<file path="src/rtl/decode_stage_pkg.sv">
// decode_stage_pkg: opcodes, func fields, control-ROM codes and buffer entry type
package decode_stage_pkg;
  localparam int IDX_W = 6;
  localparam logic [6:0] OPC_LUI    = 7'b0110111;
  localparam logic [6:0] OPC_AUIPC  = 7'b0010111;
  localparam logic [6:0] OPC_JAL    = 7'b1101111;
  localparam logic [6:0] OPC_JALR   = 7'b1100111;
  localparam logic [6:0] OPC_BRANCH = 7'b1100011;
  localparam logic [6:0] OPC_LOAD   = 7'b0000011;
  localparam logic [6:0] OPC_STORE  = 7'b0100011;
  localparam logic [6:0] OPC_OPIMM  = 7'b0010011;
  localparam logic [6:0] OPC_OP     = 7'b0110011;
  localparam logic [6:0] OPC_FENCE  = 7'b0001111;
  localparam logic [6:0] OPC_SYSTEM = 7'b1110011;
  localparam logic [6:0] FNC7_BASE  = 7'b0000000;
  localparam logic [6:0] FNC7_ALT   = 7'b0100000;
  localparam logic [6:0] FNC7_M     = 7'b0000001;
  localparam logic [2:0] FNC_CSRRW  = 3'b001;
  localparam logic [2:0] FNC_CSRRS  = 3'b010;
  localparam logic [2:0] FNC_CSRRC  = 3'b011;
  localparam logic [2:0] FNC_CSRRWI = 3'b101;
  localparam logic [2:0] FNC_CSRRSI = 3'b110;
  localparam logic [2:0] FNC_CSRRCI = 3'b111;
  // MUL..REMU sit at C_MUL+func3 and CSR codes at C_CSRRW+func3-1 so decode can add offsets
  typedef enum logic [IDX_W-1:0] {
    C_LUI = 6'd0, C_AUIPC = 6'd1, C_JAL = 6'd2, C_JALR = 6'd3,
    C_BEQ = 6'd4, C_BNE = 6'd5, C_BLT = 6'd6, C_BGE = 6'd7, C_BLTU = 6'd8, C_BGEU = 6'd9,
    C_LB = 6'd10, C_LH = 6'd11, C_LW = 6'd12, C_LBU = 6'd13, C_LHU = 6'd14,
    C_SB = 6'd15, C_SH = 6'd16, C_SW = 6'd17,
    C_ADDI = 6'd18, C_SLTI = 6'd19, C_SLTIU = 6'd20, C_XORI = 6'd21, C_ORI = 6'd22,
    C_ANDI = 6'd23, C_SLLI = 6'd24, C_SRLI = 6'd25, C_SRAI = 6'd26,
    C_ADD = 6'd27, C_SUB = 6'd28, C_SLL = 6'd29, C_SLT = 6'd30, C_SLTU = 6'd31,
    C_XOR = 6'd32, C_SRL = 6'd33, C_SRA = 6'd34, C_OR = 6'd35, C_AND = 6'd36,
    C_FENCE = 6'd37,
    C_MUL = 6'd38, C_MULH = 6'd39, C_MULHSU = 6'd40, C_MULHU = 6'd41,
    C_DIV = 6'd42, C_DIVU = 6'd43, C_REM = 6'd44, C_REMU = 6'd45,
    C_CSRRW = 6'd46, C_CSRRS = 6'd47, C_CSRRC = 6'd48,
    C_CSRRWI = 6'd50, C_CSRRSI = 6'd51, C_CSRRCI = 6'd52,
    C_ILLEGAL = 6'h3F
  } rom_code_e;
  typedef struct packed {
    logic [31:0] instr;
    logic [31:0] pc;
    logic [IDX_W-1:0] idx;
    logic ill;
  } entry_t;
endpackage

</file>
<file path="src/rtl/decode_stage_decode.sv">
// rv_decode_comb: combinational RV32I(+M, +Zicsr) decode to control-ROM code
module rv_decode_comb
  import decode_stage_pkg::*;
#(
  parameter int EN_M = 0,
  parameter int EN_CSR = 1
) (
  input  logic [31:0] instr,
  output logic [IDX_W-1:0] rom_idx,
  output logic illegal
);
  logic [6:0] opc, f7;
  logic [2:0] f3;
  logic unused_fields;
  rom_code_e code;
  assign opc = instr[6:0];
  assign f3 = instr[14:12];
  assign f7 = instr[31:25];
  assign unused_fields = ^{instr[24:15], instr[11:7]};
  // map opcode/func3/func7 to a ROM code; anything unmatched stays illegal
  always_comb begin
    code = C_ILLEGAL;
    case (opc)
      OPC_LUI:   code = C_LUI;
      OPC_AUIPC: code = C_AUIPC;
      OPC_JAL:   code = C_JAL;
      OPC_JALR:  code = f3 == 3'b000 ? C_JALR : C_ILLEGAL;
      OPC_FENCE: code = f3 == 3'b000 ? C_FENCE : C_ILLEGAL;
      OPC_BRANCH:
        case (f3)
          3'b000:  code = C_BEQ;
          3'b001:  code = C_BNE;
          3'b100:  code = C_BLT;
          3'b101:  code = C_BGE;
          3'b110:  code = C_BLTU;
          3'b111:  code = C_BGEU;
          default: code = C_ILLEGAL;
        endcase
      OPC_LOAD:
        case (f3)
          3'b000:  code = C_LB;
          3'b001:  code = C_LH;
          3'b010:  code = C_LW;
          3'b100:  code = C_LBU;
          3'b101:  code = C_LHU;
          default: code = C_ILLEGAL;
        endcase
      OPC_STORE:
        case (f3)
          3'b000:  code = C_SB;
          3'b001:  code = C_SH;
          3'b010:  code = C_SW;
          default: code = C_ILLEGAL;
        endcase
      OPC_OPIMM:
        case (f3)
          3'b000:  code = C_ADDI;
          3'b010:  code = C_SLTI;
          3'b011:  code = C_SLTIU;
          3'b100:  code = C_XORI;
          3'b110:  code = C_ORI;
          3'b111:  code = C_ANDI;
          3'b001:  code = f7 == FNC7_BASE ? C_SLLI : C_ILLEGAL;
          default: code = f7 == FNC7_BASE ? C_SRLI : f7 == FNC7_ALT ? C_SRAI : C_ILLEGAL;
        endcase
      OPC_OP:
        if (f7 == FNC7_BASE)
          case (f3)
            3'b000:  code = C_ADD;
            3'b001:  code = C_SLL;
            3'b010:  code = C_SLT;
            3'b011:  code = C_SLTU;
            3'b100:  code = C_XOR;
            3'b101:  code = C_SRL;
            3'b110:  code = C_OR;
            default: code = C_AND;
          endcase
        else if (f7 == FNC7_ALT)
          code = f3 == 3'b000 ? C_SUB : f3 == 3'b101 ? C_SRA : C_ILLEGAL;
        else if (f7 == FNC7_M && EN_M != 0)
          code = rom_code_e'(C_MUL + {3'b000, f3});
      OPC_SYSTEM:
        if (EN_CSR != 0 && f3[1:0] != 2'b00)
          code = rom_code_e'(C_CSRRW + {3'b000, f3} - 6'd1);
      default: code = C_ILLEGAL;
    endcase
  end
  assign rom_idx = code;
  assign illegal = code == C_ILLEGAL;
endmodule

</file>
<file path="src/rtl/decode_stage.sv">
// decode_stage: registered RV32I decode with 2-entry skid buffer, flush and statistics
module decode_stage
  import decode_stage_pkg::*;
#(
  parameter int ROM_W = 6,
  parameter int EN_M = 0,
  parameter int EN_CSR = 1,
  parameter int CNT_W = 32
) (
  input  logic clk,
  input  logic rst,
  input  logic flush,
  input  logic in_valid,
  output logic in_ready,
  input  logic [31:0] in_instr,
  input  logic [31:0] in_pc,
  output logic out_valid,
  input  logic out_ready,
  output logic [31:0] out_instr,
  output logic [31:0] out_pc,
  output logic [ROM_W-1:0] out_rom_idx,
  output logic out_illegal,
  output logic [4:0] out_rd,
  output logic [4:0] out_rs1,
  output logic [4:0] out_rs2,
  output logic [CNT_W-1:0] stat_decoded,
  output logic [CNT_W-1:0] stat_illegal
);
  logic out_v, skid_v, acc, ho, dec_ill;
  logic [IDX_W-1:0] dec_idx;
  entry_t dec, out_q, skid_q;
  rv_decode_comb #(.EN_M(EN_M), .EN_CSR(EN_CSR)) u_dec (
    .instr(in_instr),
    .rom_idx(dec_idx),
    .illegal(dec_ill)
  );
  assign dec = '{instr: in_instr, pc: in_pc, idx: dec_idx, ill: dec_ill};
  assign acc = in_valid && in_ready && !flush;
  assign ho = out_v && out_ready;
  assign in_ready = !skid_v;
  assign out_valid = out_v;
  assign out_instr = out_q.instr;
  assign out_pc = out_q.pc;
  assign out_rom_idx = out_q.ill ? '1 : ROM_W'(out_q.idx);
  assign out_illegal = out_q.ill;
  assign out_rd = out_q.instr[11:7];
  assign out_rs1 = out_q.instr[19:15];
  assign out_rs2 = out_q.instr[24:20];
  // output register refills from skid first (FIFO order), else from the input; a held output diverts input to skid
  always_ff @(posedge clk or posedge rst) begin
    if (rst) begin
      out_v <= 1'b0;
      skid_v <= 1'b0;
      out_q <= '0;
      skid_q <= '0;
    end else if (flush) begin
      out_v <= 1'b0;
      skid_v <= 1'b0;
    end else if (!out_v || out_ready) begin
      out_v <= skid_v || acc;
      skid_v <= 1'b0;
      if (skid_v) out_q <= skid_q;
      else if (acc) out_q <= dec;
    end else if (acc) begin
      skid_v <= 1'b1;
      skid_q <= dec;
    end
  end
  // saturating hand-off counters, cleared only by reset
  always_ff @(posedge clk or posedge rst) begin
    if (rst) begin
      stat_decoded <= '0;
      stat_illegal <= '0;
    end else if (ho) begin
      if (out_q.ill && stat_illegal != '1) stat_illegal <= stat_illegal + 1'b1;
      if (!out_q.ill && stat_decoded != '1) stat_decoded <= stat_decoded + 1'b1;
    end
  end
endmodule

</file>
<file path="config.mk">
export PLATFORM = sky130hd
export DESIGN_NAME = decode_stage
export DESIGN_NICKNAME = d
export VERILOG_FILES = /design/src/rtl/decode_stage_pkg.sv /design/src/rtl/decode_stage_decode.sv /design/src/rtl/decode_stage.sv
export SDC_FILE = /design/constraint.sdc
export NUM_CORES = 1
export LEC_CHECK = 0
export CORE_AREA = 2 2 151 153
export CTS_CLUSTER_SIZE = 40
export DETAILED_ROUTE_END_ITERATION = 16
export DIE_AREA = 0 0 153 155
export HOLD_SLACK_MARGIN = 0.06
export PLACE_DENSITY = 0.8
export SYNTH_ARGS = -nofsm -noshare
export SYNTH_HDL_FRONTEND = slang
export SYNTH_SLANG_ARGS = --single-unit
</file>
<file path="constraint.sdc">
create_clock -name clk -period 9.6 [get_ports clk]
set_clock_uncertainty 0.15 [all_clocks]
set_input_delay 2.4 -clock clk [delete_from_list [all_inputs] [get_ports clk]]
set_output_delay 2.4 -clock clk [all_outputs]
set_load 0.05 [all_outputs]
</file>
==> impl_metrics.csv, run 1 <==
group,metric,value,unit
place,place_area,12300,um2
critical_path,critPathKind,"in -> reg",
synth,synth_top_area_cell,"dfrtp_1",
finish,area_delta_synth_final,24.9,%
sta,finalHoldViolations,0,
critical_path,worstPathMaxFanout,17,
finish,drive_gt1_share,12.9,%
synth,ys.flop_type,"dfrtp_1",
power,p_leak,5.41,nW
finish,fin_area,13000,um2
detailed_routing,wl_per_cell,17.5,um
synth,synthTopCellsByArea,"dfrtp_1, mux2_2, mux2i_1",
finish,diodes,0,
detailed_routing,drt_iter0_drc,521,
sta,finalSetupTns,0,ps
place,dp_hpwl,16.8,mm
hold_path,hp-class,"reg -> reg",
detailed_routing,drc,0,
floorplanning,die_area,23700,um2
critical_path,worstSetupEndpointType,"flop",
synth,synth_edf_count,0,
sta,hold_ws,327,ps
synth,synth_nets,1057,
synth,synth.cell_area,10400,um2
clocking,path_clk_slew,70,ps
global_routing,grt_usage,20.3,%
detailed_routing,final_antenna_net_count,0,
clocking,clk-insertion-delay-late,530,ps
sta,maxSlewViolCount,0,
floorplanning,ios,221,
flow_run,maxCapViolCount,0,
sta,period_share,57.0,%
global_routing,antenna_found_initial,0,
finish,nets,1180,
critical_path,crit_path_max_incr_delay,880,ps
power,p_per_area,205,nW/um2
synth,synth.yosys.seq_area_share,50.0,%
clocking,numClockSinks,208,
synth,synthDistinctLibCells,75,
clocking,cts_tree,"done",
outcome,status,"finished clean",
detailed_routing,wirelength,24.6,mm
clocking,htree_levels,1,
sta,rsz0062_at_grt,"false",
sta,setup_viol,0,
synth,async_flop_share,100,%
global_routing,grt_pass1_vias,7652,
clocking,cts_setup_buffers,0,
clocking,numCtsBuffers,23,
critical_path,cp_slowest_cell,"clkdlybuf4s50_1",
global_routing,overflow,0,
floorplanning,die_x,153,um
global_routing,grt_max_degree,132,
clocking,clock_path_buffers,3,
synth,ys.warnings.count,0,
detailed_routing,vias,7561,
power,finalPower,2.66,mW
synth,synth_top_area_share,50.0,%
sta,layout_min_cycle_time,5470,ps
critical_path,required,9870,ps
floorplanning,rows,55,
place,place_congestion,0.893,
critical_path,crit_family,"simple AND/OR/NAND/NOR gates",
critical_path,start_kind,"input port",
sta,timing.fmax,183,MHz
sta,layout_setup_ws,4130,ps
detailed_routing,via_per_inst,5.37,
floorplanning,initial_core_util,46.9,%
place,place_ws,3630,ps
critical_path,crit_buf_inv,2,
sta,slew_headroom,34.6,%
sta,tightest_slew,980,ps
floorplanning,core,22200,um2
critical_path,crit_chain,"clkdlybuf4s50_1, inv_1, nor2_2, ha_1, nand2b_1, a31oi_1, nor3_1, a211oi_1, or4b_1, mux2_2",
clocking,cts.repair.resized,0,
global_routing,grt_pass1_wl,39.8,mm
detailed_routing,dr.pass1.iters,4,
synth,synth_cells,983,
clocking,cts_root_buf,"clkbuf_16",
power,ir_drop,0.129,mV
critical_path,cp.arrival,5740,ps
synth,avgSynthCellArea,10.6,um2
synth,synth-seq-cells,208,
finish,num-fill-cells,1886,
floorplanning,die-height,155,um
clocking,postCtsHoldBufs,0,
place,port_buffers,220,
==> worst reg2reg max path: stages (launching register included) <==
cell,delay (ps)
dfrtp_4,830
buf_4,660
nor2_1,180
nand3_4,340
buf_4,680
mux2_2,450
==> cells in the mapped netlist, types with 9 or more instances <==
cell,number
mux2_2,66
and3_1,11
clkbuf_1,35
buf_4,79
nor2_1,33
xnor2_1,51
or2_2,9
mux2i_1,71
xor2_1,13
o21ai_0,84
dfrtp_1,208
nand4_1,18
a21oi_1,16
inv_1,12
nand3_1,34
nor3_1,16
nand2_1,118
==> state kept, by name, indices dropped and copies added, names as in the netlist <==
register      flops
stat_illegal     32
out_pc           32
out_valid         1
out_illegal       1
stat_decoded     32
out_instr        32
out_q             6
skid_v            1
skid_q           71
==> power breakdown <==
| group | internal [mW] | leakage [nW] | switching [mW] |
|---|---|---|---|
| Combinational | 0.259 | 2.41 | 0.432 |
| Clock | 0.499 | 0.372 | 0.362 |
| Sequential | 1.02 | 2.62 | 0.0935 |
| Total | 1.77 | 5.41 | 0.888 |
==> worst paths after layout <==
path                         startpoint                to  slack, ps  depth (start not counted)
max reg2reg                      skid_v        skid_q[19]       6200                          5
min in group asynchronous           rst  stat_decoded[29]       2290                          2
max in group asynchronous           rst         out_pc[7]       5500                          3
max                        in_instr[13]         skid_q[2]       4130                         10
min                           out_pc[7]         out_pc[7]        330                          2
min reg2reg                   out_pc[7]         out_pc[7]        330                          2
==> layer usage <==
layer | track usage [%] | share of wire (%) | vias to the layer above
li1 | - | - | 3597
met1 | 27.5 | 44 | 3691
met2 | 34.4 | 49 | 234
met3 | 3.20 | 5.0 | 39
met4 | 5.38 | 1.9 | 0
met5 | 0 | 0 | -
==> layout make-up <==
cell class | instances | area, um2 | area share [%]
flip-flops and latches | 208 | 5210 | 40.0
inverters | 15 | 63.8 | 0.490
repair buffers | 226 | 2250 | 17.3
well taps | 285 | 357 | 2.74
multi-input cells | 632 | 4390 | 33.7
clock buffers | 34 | 687 | 5.28
clock inverters | 8 | 61.3 | 0.471
==> cell usage in the layout (no fill, tap or decap), types with 3 or more instances in the layout <==
cell and instances:
inv_1 11, clkinv_2 5, buf_4 6, nand3_1 33
xor2_1 13, and3_1 11, o21ai_0 84, dfrtp_1 207
nor2_2 4, or2_2 9, mux2_2 66, clkbuf_1 4
inv_2 3, a21o_1 3, and2_1 3, xnor2_1 51
ha_1 5, a211oi_1 3, nor3_1 16, nor2b_1 4
nor2_1 33, clkbuf_8 7, mux2i_1 71, a21oi_1 16
clkbuf_16 23, nand2_1 118, nand4_1 18, a31oi_1 4
clkdlybuf4s50_1 220, and4_1 4
==> cell families after synthesis <==
group	after synthesis	share of synthesized area, %
DFF	208	50.0
adders and majority gates	5	0.600
and+or+nand+nor	283	13.8
buffers and inverters	143	8.08
muxes	137	14.0
xor gates and xnor gates	64	5.38
AOI/OAI and AO/OA	143	8.23
==> stage by stage <==
| stage | util, % | instances |
|---|---|---|
| after floorplan | - | 983 |
| after global placement | 55.2 | 1366 |
| after detailed placement | 55.2 | 1366 |
| after CTS | 58.6 | 1408 |
| after global routing | 58.6 | 1408 |
| final | 58.6 | 1408 |
(Power assumes the default switching activity.)
==> inputs of run 2 (changes only) <==
--- a/config.mk
+++ b/config.mk
@@ -5,12 +5,12 @@
 export SDC_FILE = /design/constraint.sdc
 export NUM_CORES = 1
 export LEC_CHECK = 0
-export CORE_AREA = 2 2 151 153
+export CORE_AREA = 2 2 152 154
 export CTS_CLUSTER_SIZE = 40
 export DETAILED_ROUTE_END_ITERATION = 16
-export DIE_AREA = 0 0 153 155
+export DIE_AREA = 0 0 154 156
 export HOLD_SLACK_MARGIN = 0.06
-export PLACE_DENSITY = 0.8
+export PLACE_DENSITY = 0.82
 export SYNTH_ARGS = -nofsm -noshare
 export SYNTH_HDL_FRONTEND = slang
 export SYNTH_SLANG_ARGS = --single-unit
==> constraint.sdc (replaced) <==
create_clock -name clk -period 5 [get_ports clk]
set_clock_uncertainty 0.15 [all_clocks]
set_input_delay 1.25 -clock clk [delete_from_list [all_inputs] [get_ports clk]]
set_output_delay 1.25 -clock clk [all_outputs]
set_load 0.05 [all_outputs]
==> run 2 against run 1 <==
  * Worst hold slack worse by 8.4 ps
  * Combinational power is 94% higher
  * Register-to-register slack worse by 3900 ps
  * Clock-buffer cell count unchanged
  * Final area hardly changed
  * First-iteration DRC count fell by 18%
  * Worst setup slack got worse by 2800 ps
  * Flip-flop and latch count did not move
  * Global-route usage up 0.40 points
  * Wire length grew 1.0%
  * Sequential power rose by 92%
  * Via count grew 1.2%
  * Largest power group unchanged
==> impl_metrics.csv, run 2 (synthesis results as in run 1) <==
group,metric,value,unit
outcome,status,"finished clean",
global_routing,grt_max_degree,75,
clocking,cts_root_buf,"clkbuf_16",
sta,period_share,74.4,%
critical_path,required,3600,ps
flow_run,maxCapViolCount,0,
clocking,numClockSinks,208,
clocking,cts_setup_buffers,0,
power,p_per_area,383,nW/um2
place,dp_hpwl,17.5,mm
finish,nets,1187,
finish,regMostFlops,"skid_q",
place,place_congestion,0.936,
critical_path,reg2regPathDepth,8,
global_routing,grt_usage,20.7,%
place,place_area,12400,um2
critical_path,crit_chain,"inv_2, clkdlybuf4s50_1",
global_routing,grt_pass1_wl,40.5,mm
critical_path,r2r_setup_slack,2310,ps
detailed_routing,via_per_inst,5.43,
clocking,htree_levels,1,
clocking,cts_tree,"done",
sta,finalSetupTns,0,ps
finish,fin_area,13000,um2
finish,diodes,0,
finish,final_common_cell,"clkdlybuf4s50_1",
global_routing,overflow,0,
critical_path,crit_path_max_incr_delay,850,ps
hold_path,hp-class,"reg -> reg",
critical_path,worstSetupEndpointType,"output port",
finish,drive_gt1_share,12.8,%
hold_path,min_path_cells,2,
clocking,cts.repair.resized,0,
floorplanning,initial_core_util,46.6,%
critical_path,cp_slowest_cell,"clkdlybuf4s50_1",
detailed_routing,drt_iter0_drc,429,
floorplanning,core,22400,um2
place,port_buffers,220,
finish,utilization,58.2,%
sta,setup_viol,0,
clocking,clk-insertion-delay-late,510,ps
finish,largest_reg_flops,71,
power,p_leak,5.41,nW
clocking,numCtsBuffers,22,
critical_path,start_kind,"flop",
floorplanning,die_x,154,um
global_routing,antenna_found_initial,1,
clocking,clock_path_buffers,3,
floorplanning,die-height,156,um
global_routing,grt_pass1_vias,7833,
sta,finalHoldViolations,0,
sta,hold_ws,319,ps
clocking,path_clk_slew,60,ps
sta,timing.fmax,269,MHz
critical_path,worstPathMaxFanout,25,
detailed_routing,wirelength,24.8,mm
sta,rsz0062_at_grt,"false",
clocking,postCtsHoldBufs,0,
floorplanning,die_area,24000,um2
critical_path,cp.arrival,2320,ps
detailed_routing,wl_per_cell,17.6,um
power,ir_drop,0.304,mV
sta,tightest_slew,819,ps
detailed_routing,drc,0,
sta,maxSlewViolCount,0,
critical_path,critPathKind,"reg -> out",
floorplanning,ios,221,
detailed_routing,final_antenna_net_count,0,
sta,layout_min_cycle_time,3720,ps
sta,slew_headroom,45.4,%
finish,layout_common_cells,"clkdlybuf4s50_1, dfrtp_1, nand2_1",
detailed_routing,dr.pass1.iters,5,
detailed_routing,vias,7651,
finish,area_delta_synth_final,25.0,%
floorplanning,rows,55,
[run 2: area by class of cell]
class	count	area, um2
inverter	15	60.1
clock buffer	34	646
tap	285	357
sequential	208	5210
multi-input combinational	632	4390
fill	1840	9340
clock inverter	2	21.3
timing repair buffer	234	2340
[run 2: worst paths after layout]
kind | to | from
setup / recovery | in_ready | skid_v
hold reg to reg | skid_q[0] | skid_q[0]
setup reg to reg | stat_decoded[29] | stat_decoded[3]
min in group asynchronous | stat_decoded[26] | rst
hold / removal | skid_q[0] | skid_q[0]
max in group asynchronous | out_instr[3] | rst
[run 2: power by group]
part	internal, mW	leakage, nW	total (mW)	switching [mW]
registers	1.95	2.62	2.13	0.176
clock network	0.882	0.326	1.52	0.641
logic	0.503	2.46	1.34	0.834
[run 2: metrics by stage]
stage | power, mW | worst slack [ps] | cells
6_report | 4.99 | 1280 | 1410
5_1_grt | 5.22 | 1120 | 1410
4_1_cts | 5.05 | 1260 | 1410
3_5_place_dp | 3.50 | 778 | 1374
3_3_place_gp | 3.46 | 809 | 1374
2_1_floorplan | 3.15 | 900 | 983
[run 2: worst max-delay path: cells and delay by family, from the launching register on]
family                 cells  cell delay (ps)
buffers and inverters      2             1120
flip-flops                 1              680
[run 2: per-layer routing]
metal,routed length (um),track usage (%)
met1,10800,27.5
met2,11900,35.4
met3,1480,3.42
met4,542,5.70
met5,13,0
==> inputs of run 3 (changes only) <==
--- a/config.mk
+++ b/config.mk
@@ -5,12 +5,12 @@
 export SDC_FILE = /design/constraint.sdc
 export NUM_CORES = 1
 export LEC_CHECK = 0
-export CORE_AREA = 2 2 152 154
+export CORE_AREA = 2 2 151 153
 export CTS_CLUSTER_SIZE = 40
 export DETAILED_ROUTE_END_ITERATION = 16
-export DIE_AREA = 0 0 154 156
+export DIE_AREA = 0 0 153 155
 export HOLD_SLACK_MARGIN = 0.06
-export PLACE_DENSITY = 0.82
+export PLACE_DENSITY = 0.8
 export SYNTH_ARGS = -nofsm -noshare
 export SYNTH_HDL_FRONTEND = slang
 export SYNTH_SLANG_ARGS = --single-unit
==> constraint.sdc (replaced) <==
create_clock -name clk -period 3.7 [get_ports clk]
set_clock_uncertainty 0.15 [all_clocks]
set_input_delay 0.925 -clock clk [delete_from_list [all_inputs] [get_ports clk]]
set_output_delay 0.925 -clock clk [all_outputs]
set_load 0.05 [all_outputs]
==> run 3 against run 2 <==
  * Non-clock buffer count increased by 20
  * Critical path depth unchanged
  * Register-to-register slack got worse by 1200 ps
  * Wire length decreased by 1.3%
  * Largest cell class unchanged
  * Largest power group unchanged
  * Sequential power increased by 35%
==> impl_metrics.csv, run 3 (synthesis results as in run 1) <==
group,metric,value,unit
clocking,cts_tree,"done",
finish,nets,1208,
clocking,path_clk_slew,70,ps
power,p_per_area,524,nW/um2
global_routing,grt_usage,20.4,%
critical_path,cp_slowest_cell,"clkdlybuf4s50_1",
hold_path,worst_hold_path.endpoint,"out_instr[28]",
critical_path,start_kind,"flop",
critical_path,crit_path_max_incr_delay,840,ps
detailed_routing,drc,0,
hold_path,min_path_cells,2,
finish,fin_area,13300,um2
floorplanning,ios,221,
global_routing,antenna_found_initial,0,
finish,drive_gt1_share,14.9,%
finish,regMostFlops,"skid_q",
global_routing,grt_max_degree,79,
global_routing,grt_pass1_wl,40.0,mm
critical_path,r2r_setup_slack,1090,ps
place,place_congestion,0.888,
global_routing,met1_usage,28.4,%
global_routing,overflow,0,
flow_run,maxCapViolCount,0,
finish,multi_input_area,4390,um2
place,dp_hpwl,17.3,mm
finish,num-fill-cells,1794,
finish,final_common_cell,"clkdlybuf4s50_1",
clocking,postCtsHoldBufs,0,
detailed_routing,final_antenna_net_count,0,
critical_path,r2r-start,"stat_decoded[4]",
clocking,clk-insertion-delay-late,490,ps
sta,slew_headroom,52.7,%
global_routing,use_met2,33.2,%
clocking,cts.repair.resized,0,
detailed_routing,via_per_inst,5.36,
sta,layout_min_cycle_time,3220,ps
floorplanning,die_area,23700,um2
sta,timing.fmax,311,MHz
place,place_area,12500,um2
sta,hold_ws,328,ps
sta,layout_setup_ws,483,ps
floorplanning,die_x,153,um
sta,period_share,86.9,%
place,place_ws,-7.13,ps
hold_path,hp-class,"reg -> reg",
clocking,clock_path_buffers,3,
power,p_leak,5.56,nW
finish,regArea,5210,um2
floorplanning,die-height,155,um
clocking,htree_levels,1,
finish,diodes,0,
detailed_routing,dr.pass1.iters,5,
critical_path,required,2620,ps
power,ir_drop,0.393,mV
floorplanning,rows,55,
critical_path,worstPathMaxFanout,11,
floorplanning,initial_core_util,46.9,%
global_routing,grtUsageMet3,3.29,%
sta,setup_viol,0,
detailed_routing,vias,7681,
critical_path,r2r_end,"stat_decoded[29]",
clocking,numClockSinks,208,
critical_path,reg2regPathDepth,8,
sta,maxSlewViolCount,0,
global_routing,grt_pass1_vias,7569,
outcome,status,"finished clean",
detailed_routing,wl_per_cell,17.1,um
critical_path,cp.arrival,2140,ps
sta,tightest_slew,709,ps
place,port_buffers,220,
finish,area_delta_synth_final,27.5,%
detailed_routing,wirelength,24.5,mm
floorplanning,core,22200,um2
detailed_routing,drt_iter0_drc,464,
critical_path,worstSetupEndpointType,"output port",
finish,largest_reg_flops,71,
critical_path,critPathKind,"reg -> out",
global_routing,busiest_layer,"met2",
clocking,numCtsBuffers,23,
finish,layout_common_cells,"clkdlybuf4s50_1, dfrtp_1, nand2_1",
hold_path,hp-start,"out_instr[28]",
sta,finalHoldViolations,0,
sta,rsz0062_at_grt,"false",
critical_path,crit_chain,"or2_2, clkdlybuf4s50_1",
clocking,cts_root_buf,"clkbuf_16",
clocking,cts_setup_buffers,0,
-- run 3: cell types whose count changed in the layout (fill, tap and decap cells not counted), moves of 2 or more --
cell / delta
clkbuf_1: -3
buf_12: +2
bufinv_16: +2
buf_4: +18
clkinv_2: +4
-- run 3: metrics by stage --
step           TNS (ps)  power, mW  util, %  std cells
2_1_floorplan    -15650       4.26        -        983
3_3_place_gp          0       4.70     56.4       1394
3_5_place_dp      -7.13       4.75     56.4       1394
4_1_cts               0       7.03     59.8       1434
5_1_grt               0       7.27     59.8       1434
6_report              0       6.96     59.8       1434
-- run 3: worst max path at each step --
stage,startpoint,endpoint,cells past startpoint,slack [ps]
6_report,out_illegal,out_rom_idx[0],2,480
5_1_grt,in_instr[14],out_illegal,11,380
4_1_cts,out_illegal,out_rom_idx[0],2,480
3_5_place_dp,in_instr[14],out_illegal,11,-7
3_3_place_gp,in_instr[14],out_illegal,11,40
2_1_floorplan,rst,out_illegal,1,-80
-- run 3: area by class of cell --
type / instances / share of cell area [%]
sequential: 208 / 39.2
timing repair buffer: 254 / 19.0
tap: 285 / 2.68
clock inverter: 8 / 0.697
inverter: 15 / 0.452
clock buffer: 32 / 4.96
multi-input combinational: 632 / 33.0
-- run 3: routing by layer --
metal  share of wire, %  vias up  wire length [um]
met5                  0        -                 0
met4                2.3        0               566
met3                5.5       43              1350
met2                 47      241             11600
met1                 45     3746             11000
li1                   -     3651                 -
-- run 3: report_power, final --
group          leakage [nW]  switching (mW)  internal, mW
combinational          2.57            1.13         0.696
sequential             2.62           0.242          2.64
clock                 0.372           0.882          1.38
-- run 3: worst max-delay path, delay by kind of cell, from the launching register on --
family / cells / cell delay, ps
buffers and inverters: 1 / 840
flip-flops: 1 / 610
AND/OR/NAND/NOR: 1 / 190
